$ cat config.mk
export PLATFORM = sky130hd
export DESIGN_NAME = div_unit_flat
export DESIGN_NICKNAME = d
export VERILOG_FILES = /design/src/rtl/div_unit_pkg.sv /design/src/rtl/div_unit_if.sv /design/src/rtl/div_unit_step.sv /design/src/rtl/div_unit.sv /design/src/flat_wrapper.sv
export SDC_FILE = /design/constraint.sdc
export NUM_CORES = 1
export LEC_CHECK = 0
export BUFFER_PORTS_ARGS = -buffer_cell sky130_fd_sc_hd__buf_2
export CORE_ASPECT_RATIO = 2
export CORE_MARGIN = 2
export CORE_UTILIZATION = 54
export DETAILED_ROUTE_END_ITERATION = 8
export PLACE_DENSITY = 0.77
export SYNTH_ARGS = -nofsm -noshare
export SYNTH_HDL_FRONTEND = slang
export SYNTH_HIERARCHICAL = 1
export SYNTH_SLANG_ARGS = --single-unit
$ cat constraint.sdc
create_clock -name clk -period 4.7 [get_ports clk]
set_clock_uncertainty 0.2 [all_clocks]
set_input_delay 1.41 -clock clk [delete_from_list [all_inputs] [get_ports clk]]
set_output_delay 1.41 -clock clk [all_outputs]
set_load 0.01 [all_outputs]
$ cat src/rtl/div_unit_pkg.sv
// Shared constants and types for the multi-cycle execute-stage divider.
// Also decodes the ALU opcodes that select DIV/DIVU.
package div_unit_pkg;

  localparam int DIV_WIDTH = 32;
  localparam int DIV_CNT_W = 5;

  typedef enum logic [1:0] {
    DIV_IDLE = 2'b00,
    DIV_BUSY = 2'b01,
    DIV_DONE = 2'b10
  } div_state_e;

  localparam logic [7:0] ALUOP_DIV  = 8'h1A;
  localparam logic [7:0] ALUOP_DIVU = 8'h1B;

  localparam logic [DIV_WIDTH-1:0] DIV_BY_ZERO_Q = 32'hFFFF_FFFF;

  function automatic logic is_div_op(input logic [7:0] aluop);
    return (aluop == ALUOP_DIV) || (aluop == ALUOP_DIVU);
  endfunction

  function automatic logic is_signed_div_op(input logic [7:0] aluop);
    return (aluop == ALUOP_DIV);
  endfunction

endpackage

$ cat src/rtl/div_unit_if.sv
// Handshake and data bundle between the execute stage and the divider.
// The master drives the request; the slave returns status and the result.
interface div_unit_if
  import div_unit_pkg::*;
#(
  parameter int WIDTH = DIV_WIDTH
);

  logic               start;
  logic               signed_div;
  logic [WIDTH-1:0]   a;
  logic [WIDTH-1:0]   b;
  logic               ack;
  logic               annul;
  logic               busy;
  logic               ready;
  logic [2*WIDTH-1:0] result;

  modport master (
    output start, signed_div, a, b, ack, annul,
    input  busy, ready, result
  );

  modport slave (
    input  start, signed_div, a, b, ack, annul,
    output busy, ready, result
  );

endinterface

$ cat src/rtl/div_unit_step.sv
// One radix-2 restoring iteration: shift {rem, dvd} left, trial-subtract the
// divisor and shift the resulting quotient bit into the dividend register.
module div_step #(
  parameter int WIDTH = 32
) (
  input  logic [WIDTH-1:0] rem_i,
  input  logic [WIDTH-1:0] dvd_i,
  input  logic [WIDTH-1:0] dsr_i,
  output logic [WIDTH-1:0] rem_o,
  output logic [WIDTH-1:0] dvd_o
);

  logic [WIDTH:0] rem_sh_s;
  logic [WIDTH:0] trial_s;

  // rem < divisor always holds, so WIDTH+1 bits keep the sign of the trial exact
  assign rem_sh_s = {rem_i, dvd_i[WIDTH-1]};
  assign trial_s  = rem_sh_s - {1'b0, dsr_i};

  // Restore on a negative trial, otherwise keep the difference
  always_comb begin
    rem_o = rem_sh_s[WIDTH-1:0];
    dvd_o = {dvd_i[WIDTH-2:0], 1'b0};
    if (!trial_s[WIDTH]) begin
      rem_o = trial_s[WIDTH-1:0];
      dvd_o = {dvd_i[WIDTH-2:0], 1'b1};
    end else begin
      rem_o = rem_sh_s[WIDTH-1:0];
      dvd_o = {dvd_i[WIDTH-2:0], 1'b0};
    end
  end

endmodule

$ cat src/rtl/div_unit.sv
// Multi-cycle DIV/DIVU unit: magnitudes are divided one bit per cycle and the
// signs are reapplied when the {remainder, quotient} result is loaded.
module div_unit
  import div_unit_pkg::*;
#(
  parameter int WIDTH = DIV_WIDTH,
  parameter int CNT_W = DIV_CNT_W
) (
  input  logic     clk,
  input  logic     rst,
  div_unit_if.slave bus
);

  div_state_e         state_q, state_d;
  logic [CNT_W-1:0]   cnt_q, cnt_d;
  logic [WIDTH-1:0]   rem_q, rem_d;
  logic [WIDTH-1:0]   dvd_q, dvd_d;
  logic [WIDTH-1:0]   dsr_q, dsr_d;
  logic               q_neg_q, q_neg_d;
  logic               r_neg_q, r_neg_d;
  logic [2*WIDTH-1:0] result_q, result_d;
  logic               busy_q, ready_q;

  logic [WIDTH-1:0]   step_rem_s, step_dvd_s;
  logic [WIDTH-1:0]   a_mag_s, b_mag_s;
  logic               a_neg_s, b_neg_s;

  function automatic logic [WIDTH-1:0] neg_if(input logic [WIDTH-1:0] v, input logic neg);
    return neg ? ((~v) + {{(WIDTH-1){1'b0}}, 1'b1}) : v;
  endfunction

  div_step #(.WIDTH(WIDTH)) u_step (
    .rem_i (rem_q),
    .dvd_i (dvd_q),
    .dsr_i (dsr_q),
    .rem_o (step_rem_s),
    .dvd_o (step_dvd_s)
  );

  assign a_neg_s = bus.signed_div & bus.a[WIDTH-1];
  assign b_neg_s = bus.signed_div & bus.b[WIDTH-1];
  assign a_mag_s = neg_if(bus.a, a_neg_s);
  assign b_mag_s = neg_if(bus.b, b_neg_s);

  // Next-state and datapath update; annul overrides everything and leaves result alone
  always_comb begin
    state_d  = state_q;
    cnt_d    = cnt_q;
    rem_d    = rem_q;
    dvd_d    = dvd_q;
    dsr_d    = dsr_q;
    q_neg_d  = q_neg_q;
    r_neg_d  = r_neg_q;
    result_d = result_q;
    if (bus.annul) begin
      state_d = DIV_IDLE;
    end else begin
      case (state_q)
        DIV_IDLE: begin
          if (bus.start && (bus.b != '0)) begin
            rem_d   = '0;
            dvd_d   = a_mag_s;
            dsr_d   = b_mag_s;
            q_neg_d = a_neg_s ^ b_neg_s;
            r_neg_d = a_neg_s;
            cnt_d   = '0;
            state_d = DIV_BUSY;
          end else if (bus.start) begin
            result_d = {bus.a, DIV_BY_ZERO_Q};
            state_d  = DIV_DONE;
          end else begin
            state_d = DIV_IDLE;
          end
        end
        DIV_BUSY: begin
          rem_d = step_rem_s;
          dvd_d = step_dvd_s;
          cnt_d = cnt_q + {{(CNT_W-1){1'b0}}, 1'b1};
          if (cnt_q == CNT_W'(WIDTH-1)) begin
            result_d = {neg_if(step_rem_s, r_neg_q), neg_if(step_dvd_s, q_neg_q)};
            state_d  = DIV_DONE;
          end else begin
            state_d = DIV_BUSY;
          end
        end
        DIV_DONE: begin
          if (bus.ack) begin
            state_d = DIV_IDLE;
          end else begin
            state_d = DIV_DONE;
          end
        end
        default: begin
          state_d = DIV_IDLE;
        end
      endcase
    end
  end

  // State, datapath and status registers
  always_ff @(posedge clk or negedge rst) begin
    if (!rst) begin
      state_q  <= DIV_IDLE;
      cnt_q    <= '0;
      rem_q    <= '0;
      dvd_q    <= '0;
      dsr_q    <= '0;
      q_neg_q  <= 1'b0;
      r_neg_q  <= 1'b0;
      result_q <= '0;
      busy_q   <= 1'b0;
      ready_q  <= 1'b0;
    end else begin
      state_q  <= state_d;
      cnt_q    <= cnt_d;
      rem_q    <= rem_d;
      dvd_q    <= dvd_d;
      dsr_q    <= dsr_d;
      q_neg_q  <= q_neg_d;
      r_neg_q  <= r_neg_d;
      result_q <= result_d;
      busy_q   <= (state_d == DIV_BUSY);
      ready_q  <= (state_d == DIV_DONE);
    end
  end

  assign bus.busy   = busy_q;
  assign bus.ready  = ready_q;
  assign bus.result = result_q;

endmodule
$ cat src/flat_wrapper.sv
// flat-port wrapper written by rule: the top's interface ports become plain ports
module div_unit_flat import div_unit_pkg::*;
#(
  parameter int WIDTH = DIV_WIDTH,
  parameter int CNT_W = DIV_CNT_W
)
  (clk, rst, bus_start, bus_signed_div, bus_a, bus_b, bus_ack, bus_annul, bus_busy, bus_ready, bus_result);
  div_unit_if #(.WIDTH(WIDTH)) bus_i ();
  input  logic clk;
  input  logic rst;
  input wire logic [$bits(bus_i.start)-1:0] bus_start;
  input wire logic [$bits(bus_i.signed_div)-1:0] bus_signed_div;
  input wire logic [$bits(bus_i.a)-1:0] bus_a;
  input wire logic [$bits(bus_i.b)-1:0] bus_b;
  input wire logic [$bits(bus_i.ack)-1:0] bus_ack;
  input wire logic [$bits(bus_i.annul)-1:0] bus_annul;
  output wire logic [$bits(bus_i.busy)-1:0] bus_busy;
  output wire logic [$bits(bus_i.ready)-1:0] bus_ready;
  output wire logic [$bits(bus_i.result)-1:0] bus_result;
  assign bus_i.start = bus_start;
  assign bus_i.signed_div = bus_signed_div;
  assign bus_i.a = bus_a;
  assign bus_i.b = bus_b;
  assign bus_i.ack = bus_ack;
  assign bus_i.annul = bus_annul;
  assign bus_busy = bus_i.busy;
  assign bus_ready = bus_i.ready;
  assign bus_result = bus_i.result;
  div_unit #(.WIDTH(WIDTH), .CNT_W(CNT_W)) u_core (.clk(clk), .rst(rst), .bus(bus_i));
endmodule
## Word level (Yosys, flattened, before mapping)

Cells that the tools add are included.
W data, S select, Z words.

- Bits in registers: 171
- Logic and storage cells: 62
- Bits of input ports: 70
- Output and inout port bits: 66

- Reductions and logical operators: 7
- Mux-type cells: 22
- Add/sub/neg operators: 6
- Bitwise logic cells: 8
- Equal/unequal tests: 9

Operator list:

| kind | count |
|---|---|
| $mux W32 | 7 |
| $mux W64 | 3 |
| $add A32 B1 Y32 const B | 4 |
| $not A32 Y32 | 4 |
| $pmux W32 S2 | 2 |
| $pmux W64 S2 | 1 |
| $sub A33 B32 Y33 | 1 |
| $reduce_bool A32 Y1 | 1 |
| $mux W2 | 5 |
| $pmux W5 S2 | 1 |
| $pmux W2 S3 | 1 |
| $reduce_and A3 Y1 | 2 |
| $add A5 B1 Y5 const B | 1 |
| $eq A5 B5 Y1 const B | 1 |
| $mux W5 | 1 |
| $reduce_and A5 Y1 | 1 |
| $eq A2 B1 Y1 const B | 2 |
| $eq A2 B2 Y1 const B | 2 |
| $ne A2 B1 Y1 const B | 2 |
| $ne A2 B2 Y1 const B | 2 |
| $and A1 B1 Y1 | 2 |
| $logic_not A2 Y1 | 1 |
| $reduce_bool A2 Y1 | 1 |
| $logic_and A1 B1 Y1 | 1 |
| other kinds (3) | 3 |

## Longest topological paths before layout

Gate-level depths: netlist of the first run.

- Depth in word-level cells: 7
- Gate-level depth with buffers: 21
- Mapped depth without buffers: 20

## Hierarchy

Netlist of the first run, hierarchy kept.

Modules (own cells, without submodules):

| module | instances | area each (µm²) | cells each |
|---|---|---|---|
| div_unit | 1 | 9691.8 | 1105 |
| div_step | 1 | 2488.6 | 342 |

## Least setup slack after synthesis of the first run

Ideal clock, no wire load.

- Path kind: register -> register
- Start point: register u_core.dvd_q[31]
- End point: register u_core.result_q[61], in the netlist u_core/bus.result[61]
- Cell stages (with the launch flop): 20
- Required time: 4366 ps
- Path slack: -133 ps
- Path buffers: 1
- Arrival: 4499 ps
- Cells stage by stage: dfrtp_1 -> inv_1 -> ha_1 -> fa_1 -> and2b_1 -> o2111ai_1 -> a21oi_2 -> o2111ai_1 -> a211oi_2 -> nor2_2 -> mux2i_1 -> and2_4 -> inv_2 -> buf_6 -> mux2_4 -> or4_1 -> or3_1 -> o41ai_1 -> xor2_1 -> o211ai_1

- Cells in the longest elaborated chain, start to end: 7

RTL lines:

| what | line | text |
|---|---|---|
| from (decl) | div_unit.sv:17 | `logic [WIDTH-1:0] dvd_q, dvd_d;` |
| from (signal assigned) | div_unit.sv:117 | `dvd_q <= dvd_d;` |
| $sub A33 B32 Y33 | div_unit_step.sv:18 | `assign trial_s = rem_sh_s - {1'b0, dsr_i};` |
| $mux W32 | div_unit_step.sv:24 | `if (!trial_s[WIDTH]) begin` |
| via u_core.step_rem_s[24] | div_unit.sv:24 | `logic [WIDTH-1:0] step_rem_s, step_dvd_s;` |
| $not A32 Y32 | div_unit.sv:29 | `return neg ? ((~v) + {{(WIDTH-1){1'b0}}, 1'b1}) : v;` |
| $add A32 B1 Y32 | div_unit.sv:29 |  |
| $mux W32 | div_unit.sv:29 |  |
| $mux W64 | div_unit.sv:79 | `if (cnt_q == CNT_W'(WIDTH-1)) begin` |
| $pmux W64 S2 | div_unit.sv:58 | `case (state_q)` |
| to (signal assigned) | div_unit.sv:121 | `result_q <= result_d;` |
| to (decl) | div_unit.sv:21 | `logic [2*WIDTH-1:0] result_q, result_d;` |

The timed path passes the listed nets, and every way through them passes these cells. The select of a mux whose other input is x is not followed.
A chain may end at the register's enable or synchronous reset.

## Final worst setup path of the first run

- Start point: register u_core.dvd_q[31]
- End point: register u_core.result_q[60], in the netlist u_core/bus.result[60]

The elaborated chain is that of the path after synthesis.

==> out/results.ini, run 1 <==
[global_route]
gr-usage-all-layers = 0.2973
grt_remaining_overflow = 0
antenna_found_initial = 0
grt_max_degree = 81
grt_pass1_vias = 11110
grt_pass1_wl_microns = 54760

[critical_path]
criticalPathCategory = register to register
cp.required_ns = 4.79
crit_arrival_ns = 4.85
reg2reg_slack_ns = -0.06
cp.buffers_inverters = 2
worst_setup_path_start_kind = register
cp_common_cell = o2111ai_2
cp_slowest_stage_delay_ns = 0.53
end_kind = register
crit_family = simple AND/OR/NAND/NOR gates
crit_path_top_delay_cell = or4_4
cp_cell_sequence = inv_1 -> ha_2 -> fa_2 -> and2b_1 -> o2111ai_2 -> a21oi_2 -> o2111ai_2 -> a211oi_2 -> nor2_2 -> mux2i_1 -> and2_4 -> inv_8 -> mux2_4 -> or4_4 -> or3_4 -> o41ai_4 -> xor2_1 -> o211ai_1
timing.critical_path.fanout_max = 11

[final_layout]
drive_above_1_share = 0.2274
fin_area_sq_um = 14530
num-fill-cells = 1798
antennaDiodeCount = 0
area_growth_syn_to_layout_pct = 19.26
nets = 1697

[floorplan]
die_height_microns = 216.4
start_util = 0.5497
die_w_microns = 110.2
rows = 77
dieArea_sq_um = 23850
core_sq_um = 22160
ioPinCount = 136

[clock_tree]
cts-htree-levels = 4
numCtsBuffers = 17
worst_skew_pair.late_latency_ns = 0.45
cts_tree = built
cts_sinks = 171
cts-root-buf = clkbuf_16
clk_path_buf_depth = 2
clkTransAtPathRegs_ns = 0.07
holdBufCountCts = 0

[run_status]
violations = setup timing
outcome = complete, but fails checks

[timing]
max_freq_mhz = 209.9
hold_viol = 0
fin_crit_ns = 4.765
final-setup-viol-count = 3
setup_ws_ns = -0.06468
relSlewSlack = 0.1025
maxSlewViolCount = 0
worstMarginPinSlew_ns = 1.346
fin_crit_sh = 1.014
holdWs_ns = 0.2760
rsz0062_at_grt = yes

[detailed_routing]
ant_nets = 0
wl_per_cell_microns = 18.62
drt_first_iter_violations = 828
drc = 0
first_pass_iters = 5
vias_per_cell = 5.988
routed_wl_microns = 34950
vias = 11240

[run]
cap_violations = 0

[synth]
syn-mean-instance-area_sq_um = 8.418
yosysWarnings = 6
synth_cell_types = 83
synthCells = 1447
synth_ff_type = dfrtp_1
synth_area_sq_um = 12180
synthArstFlopShare = 1.000
synth_seq_cells = 171
synth-edff-count = 0
syn_nets = 1556
ys_seq_area_frac = 0.3513

[pwr]
p_leak_uw = 0.006645
p_per_area_nw_per_um2 = 733.0
peakVddDrop_mv = 0.3520

[placed_design]
io_buffers = 135
hpwl_microns = 26320
place_area_sq_um = 13430
gp_congestion = 0.9699

[min_path]
hp-class = register to register

-- metrics by stage --
stage,util,worst slack (ns),instances,power (uW),TNS [ns]
final,0.6556,-0.06468,1877,10650,-0.09562
after global routing,0.6556,-0.2402,1877,11300,-1.752
after CTS,0.6422,-0.04029,1873,9971,-0.07785
after detailed placement,0.6063,-0.2856,1839,7978,-4.920
after global placement,0.6063,-0.1540,1839,7822,-1.221
after floorplan,-,0.01967,1447,5963,0
-- final timing paths --
path,from,endpoint,cells after the start
setup / recovery,u_core/dvd_q[31],u_core/bus.result[60],18
hold / removal,u_core/dsr_q[11],u_core/dsr_q[11],2
setup reg to reg,u_core/dvd_q[31],u_core/bus.result[60],18
hold reg to reg,u_core/dsr_q[11],u_core/dsr_q[11],2
max in group asynchronous,rst,u_core/bus.result[2],2
min in group asynchronous,rst,u_core/rem_q[0],1
-- flip-flops by register name (all words and copies together) (netlist names) --
signal / flops
u_core/cnt_q: 5
u_core/bus.result: 64
u_core/dvd_q: 32
u_core/bus.busy: 1
u_core/rem_q: 32
u_core/q_neg_q: 1
u_core/state_q: 2
u_core/r_neg_q: 1
u_core/dsr_q: 32
u_core/bus.ready: 1
-- final cells by class --
type                    count  area [sq um]  share of cell area
clock buffers              18         439.2             0.03023
clock inverters            14         266.5             0.01835
inverters                  53         206.4             0.01421
multi-input cells        1110          7471              0.5143
flip-flops and latches    171          4279              0.2946
well taps                 276         345.3             0.02377
repair buffers            235          1519              0.1046
-- where the power goes --
group	leakage (uW)	switching [uW]	internal, uW
Clock	0.000341	616	1070
Combinational	0.00402	3810	3200
Sequential	0.00228	268	1690
-- cell usage in the layout (no fill, tap or decap), drive strengths merged, types with 19 or more instances in the layout --
cell,Yosys,layout
a21o,19,19
a21oi,78,78
a31oi,35,35
buf,63,235
dfrtp,171,171
ha,38,38
inv,52,53
mux2,23,23
mux2i,20,20
nand2,210,210
nand3,31,31
nor2,95,95
nor3,23,23
o21ai,183,183
o31ai,35,35
xnor2,78,78
xor2,64,64
-- layer usage --
metal	global-route usage	up-vias	part of all wire	wire length [microns]
li1	-	5396	-	-
met1	0.2965	5321	0.35	12340
met2	0.5315	376	0.52	18330
met3	0.04632	146	0.040	1382
met4	0.2250	0	0.083	2892
met5	0	-	0	0
-- logic make-up after synthesis --
| group | share of synthesized area |
|---|---|
| XOR/XNOR | 0.1021 |
| multiplexers | 0.04355 |
| adder cells (fa/ha/maj) | 0.04068 |
| buffers and inverters | 0.06759 |
| flip-flops | 0.3513 |
| AO/OA/AOI/OAI | 0.2138 |
| AND/OR/NAND/NOR | 0.1810 |
-- Yosys cell counts (5+ instances only) --
cell type / count / share of area
mux2i_1: 20 / 0.016
xnor2_1: 78 / 0.056
dfrtp_1: 171 / 0.35
o31ai_1: 31 / 0.019
mux2_4: 19 / 0.023
a31oi_1: 35 / 0.018
and3_1: 9 / 0.0046
nor3b_1: 7 / 0.0043
clkbuf_1: 46 / 0.014
ha_1: 38 / 0.039
nand2b_1: 7 / 0.0036
o21ai_1: 75 / 0.031
nand3_1: 31 / 0.013
o21a_1: 5 / 0.0031
o211ai_1: 8 / 0.0049
a21oi_1: 77 / 0.032
o221ai_1: 5 / 0.0036
xor2_1: 64 / 0.046
or3_1: 13 / 0.0067
buf_4: 38 / 0.023
a21o_1: 19 / 0.012
buf_2: 18 / 0.0074
o22a_1: 10 / 0.0072
nand4_1: 10 / 0.0051
nor4_1: 15 / 0.0077
nand2_1: 210 / 0.065
inv_1: 51 / 0.016
nor2b_1: 5 / 0.0026
o41ai_1: 15 / 0.011
nor2_1: 94 / 0.029
nor3_1: 20 / 0.0082
o21ai_0: 106 / 0.044
or4_1: 13 / 0.0080
-- worst min-delay path: stages, from the launching register on --
cell	delay, ns
dfrtp_1	0.34
nand2_1	0.04
o21ai_0	0.05
-- timing repair --
action                                  CTS  global route
endpoints found under the setup margin   42            47
gates cloned                              0             0
pin swaps                                 8            16
setup buffers                             2             4
resized for setup                        15            57
(Power assumes the default switching activity.)
==> run 2: changes to the inputs <==
--- a/config.mk
+++ b/config.mk
@@ -5,12 +5,12 @@
 export SDC_FILE = /design/constraint.sdc
 export NUM_CORES = 1
 export LEC_CHECK = 0
-export BUFFER_PORTS_ARGS = -buffer_cell sky130_fd_sc_hd__buf_2
 export CORE_ASPECT_RATIO = 2
 export CORE_MARGIN = 2
-export CORE_UTILIZATION = 54
+export CORE_UTILIZATION = 55
 export DETAILED_ROUTE_END_ITERATION = 8
-export PLACE_DENSITY = 0.77
+export DONT_BUFFER_PORTS = 1
+export PLACE_DENSITY = 0.7
 export SYNTH_ARGS = -nofsm -noshare
 export SYNTH_HDL_FRONTEND = slang
 export SYNTH_HIERARCHICAL = 1
==> constraint.sdc (replaced) <==
create_clock -name clk -period 4.72 [get_ports clk]
set_clock_uncertainty 0.2 [all_clocks]
set_input_delay 1.416 -clock clk [delete_from_list [all_inputs] [get_ports clk]]
set_output_delay 1.416 -clock clk [all_outputs]
set_load 0.01 [all_outputs]
==> out/results.ini, run 2 (synthesized netlist as in run 1, its figures left out) <==
[critical_path]
criticalPathCategory = register to register
reg2reg_depth = 18  ; unchanged
cp_slowest_stage_delay_ns = 0.54  ; about the same
crit_arrival_ns = 4.80  ; -0.05 ns
reg2reg_slack_ns = 0.03  ; +0.10 ns
cp_cell_sequence = inv_1 -> ha_2 -> fa_2 -> and2b_1 -> o2111ai_2 -> a21oi_2 -> o2111ai_2 -> a211oi_2 -> nor2_2 -> mux2i_1 -> and2_4 -> inv_8 -> mux2_4 -> or4_4 -> or3_4 -> o31ai_4 -> xor2_1 -> o211ai_1
r2r_end = u_core/bus.result[59]
cp.required_ns = 4.83  ; +0.04 ns
worst_setup_path_start_kind = register
crit_path_top_delay_cell = or4_4
timing.critical_path.fanout_max = 9  ; -2
timing.rr.start = u_core/dvd_q[31]
cp_common_cell = o2111ai_2
end_kind = register

[min_path]
hold_depth = 2  ; unchanged
hold_start = u_core/dsr_q[15]
whs_endpoint = u_core/dsr_q[15]
hp-class = register to register

[detailed_routing]
vias = 10620  ; -5.5%
ant_nets = 0  ; unchanged
wl_per_cell_microns = 19.94  ; +7.1%
first_pass_iters = 5  ; unchanged
routed_wl_microns = 34700  ; -0.70%
vias_per_cell = 6.105  ; +2.0%
drc = 0  ; unchanged
drt_first_iter_violations = 710  ; -14%

[pwr]
peakVddDrop_mv = 0.4335  ; +23%
p_per_area_nw_per_um2 = 749.3  ; +2.2%
p_leak_uw = 0.005948  ; -10%

[placed_design]
hpwl_microns = 25800  ; -2.0%
io_buffers = 0  ; -100%
dpl.cell_count = 1698  ; -7.7%
gp_congestion = 0.9471  ; -2.4%

[floorplan]
core_sq_um = 21970  ; -0.87%
ioPinCount = 136  ; unchanged
rows = 77  ; unchanged
die_w_microns = 109.2  ; -0.88%
start_util = 0.5545  ; +0.004822
dieArea_sq_um = 23420  ; -1.8%
die_height_microns = 214.5  ; -0.90%

[global_route]
gr-usage-all-layers = 0.2991  ; +0.001852
grt_util_met3 = 0.06596  ; +0.01964
grt_pass1_wl_microns = 54210  ; -1.0%
top_usage_layer = met2
grt_max_degree = 172  ; +110%
antenna_found_initial = 0  ; unchanged
grt_remaining_overflow = 0  ; unchanged
grt_use_met1 = 0.2919  ; -0.004586
grt_use_met2 = 0.5377  ; +0.006188
grt_pass1_vias = 10570  ; -4.8%

[final_layout]
antennaDiodeCount = 0  ; unchanged
nets = 1560  ; -8.1%
drive_above_1_share = 0.1598  ; -0.06752
area_growth_syn_to_layout_pct = 12.56
num-fill-cells = 1910  ; +6.2%
final_cells = 1740  ; -7.3%
largest_reg_flops = 64  ; unchanged
mostFrequentLayoutCells = nand2_1 (205), dfrtp_1 (171), nor2_1 (94), o21ai_0 (94), buf_4 (90)
layout_commonest_cell = nand2_1

[timing]
hold_viol = 0  ; unchanged
rsz0062_at_grt = yes
relSlewSlack = 0.1423  ; +0.03980
maxSlewViolCount = 0  ; unchanged
totalNegativeSetupSlack_ns = 0  ; +0.09562 ns
fin_crit_sh = 0.9935  ; -0.02030
final-setup-viol-count = 0  ; -3
fin_crit_ns = 4.689  ; -0.07552 ns
worstMarginPinSlew_ns = 1.287  ; -0.05970 ns
max_freq_mhz = 213.3  ; +1.6%

[clock_tree]
cts_tree = built
worst_skew_pair.late_latency_ns = 0.45  ; about the same
cts-htree-levels = 4  ; unchanged
cts_sinks = 171  ; unchanged
clk_path_buf_depth = 2  ; unchanged
cts-root-buf = clkbuf_16
holdBufCountCts = 0  ; unchanged
numCtsBuffers = 17  ; unchanged
clkTransAtPathRegs_ns = 0.06  ; about the same

[run_status]
outcome = complete, no violations

[run]
cap_violations = 0  ; unchanged

[run 2: changes by cell type in the layout (fill, tap and decap cells not counted), moves of 3 or more]
cell | previous run | this run
o21ai_1 | 83 | 80
bufinv_16 | 7 | 3
buf_2 | 134 | 0
o31ai_4 | 5 | 2
[run 2: area by class of cell]
type	count	area, sq um	area share
repair buffers	98	800.8	0.05841
well taps	276	345.3	0.02519
flip-flops and latches	171	4279	0.3121
clock inverters	12	163.9	0.01195
clock buffers	20	456.7	0.03331
multi-input cells	1110	7458	0.5440
inverters	53	206.4	0.01506
[run 2: worst max-delay path by stage]
stage	from	to	slack [ns]	cells past startpoint
global route	u_core/dvd_q[31]	u_core/bus.result[63]	-0.17	19
CTS	u_core/rem_q[17]	u_core/bus.result[60]	0.005	16
finish	u_core/dvd_q[31]	u_core/bus.result[59]	0.03	18
global placement	u_core/dvd_q[31]	u_core/bus.result[62]	-0.21	19
detailed placement	u_core/dvd_q[31]	u_core/bus.result[45]	-0.30	21
floorplan	u_core/dvd_q[31]	u_core/bus.result[62]	-0.01	20
[run 2: metal layers]
layer | wire length [microns] | vias up
met5 | 0 | -
met4 | 2605 | 0
met3 | 1912 | 125
met2 | 18280 | 333
met1 | 11910 | 5060
li1 | - | 5105
[run 2: critical path, delay by kind of cell (launching register included)]
family	cells	cell delay [ns]
AO/OA/AOI/OAI	6	1.17
XOR/XNOR	1	0.21
adder cells (fa/ha/maj)	2	0.51
buffers and inverters	2	0.11
flip-flops	1	0.35
multiplexers	2	0.49
AND/OR/NAND/NOR	5	1.50
[run 2: repair_timing]
| action | CTS | global route |
|---|---|---|
| gates resized for setup | 16 | 61 |
| pin swaps | 7 | 13 |
| endpoints found under the setup margin | 46 | 48 |
| setup buffers | 4 | 6 |
[run 2: power breakdown]
| part | internal (uW) | switching [uW] |
|---|---|---|
| sequential | 1680 | 265 |
| clock | 868 | 622 |
| combinational | 3170 | 3670 |
| total | 5720 | 4550 |
[run 2: through the flow]
step | instance area, sq um | hold slack [ns] | setup slack [ns] | utilization | total power (uW)
after global placement | 12670 | 0.2608 | -0.2056 | 0.5767 | 7742
after CTS | 13420 | 0.2838 | 0.005125 | 0.6110 | 9672
after detailed placement | 12670 | 0.2696 | -0.3027 | 0.5767 | 7850
after global routing | 13710 | 0.2949 | -0.1653 | 0.6242 | 10920
after floorplan | 12220 | 0.2459 | -0.01321 | - | 5887
final | 13710 | 0.2762 | 0.03084 | 0.6242 | 10270
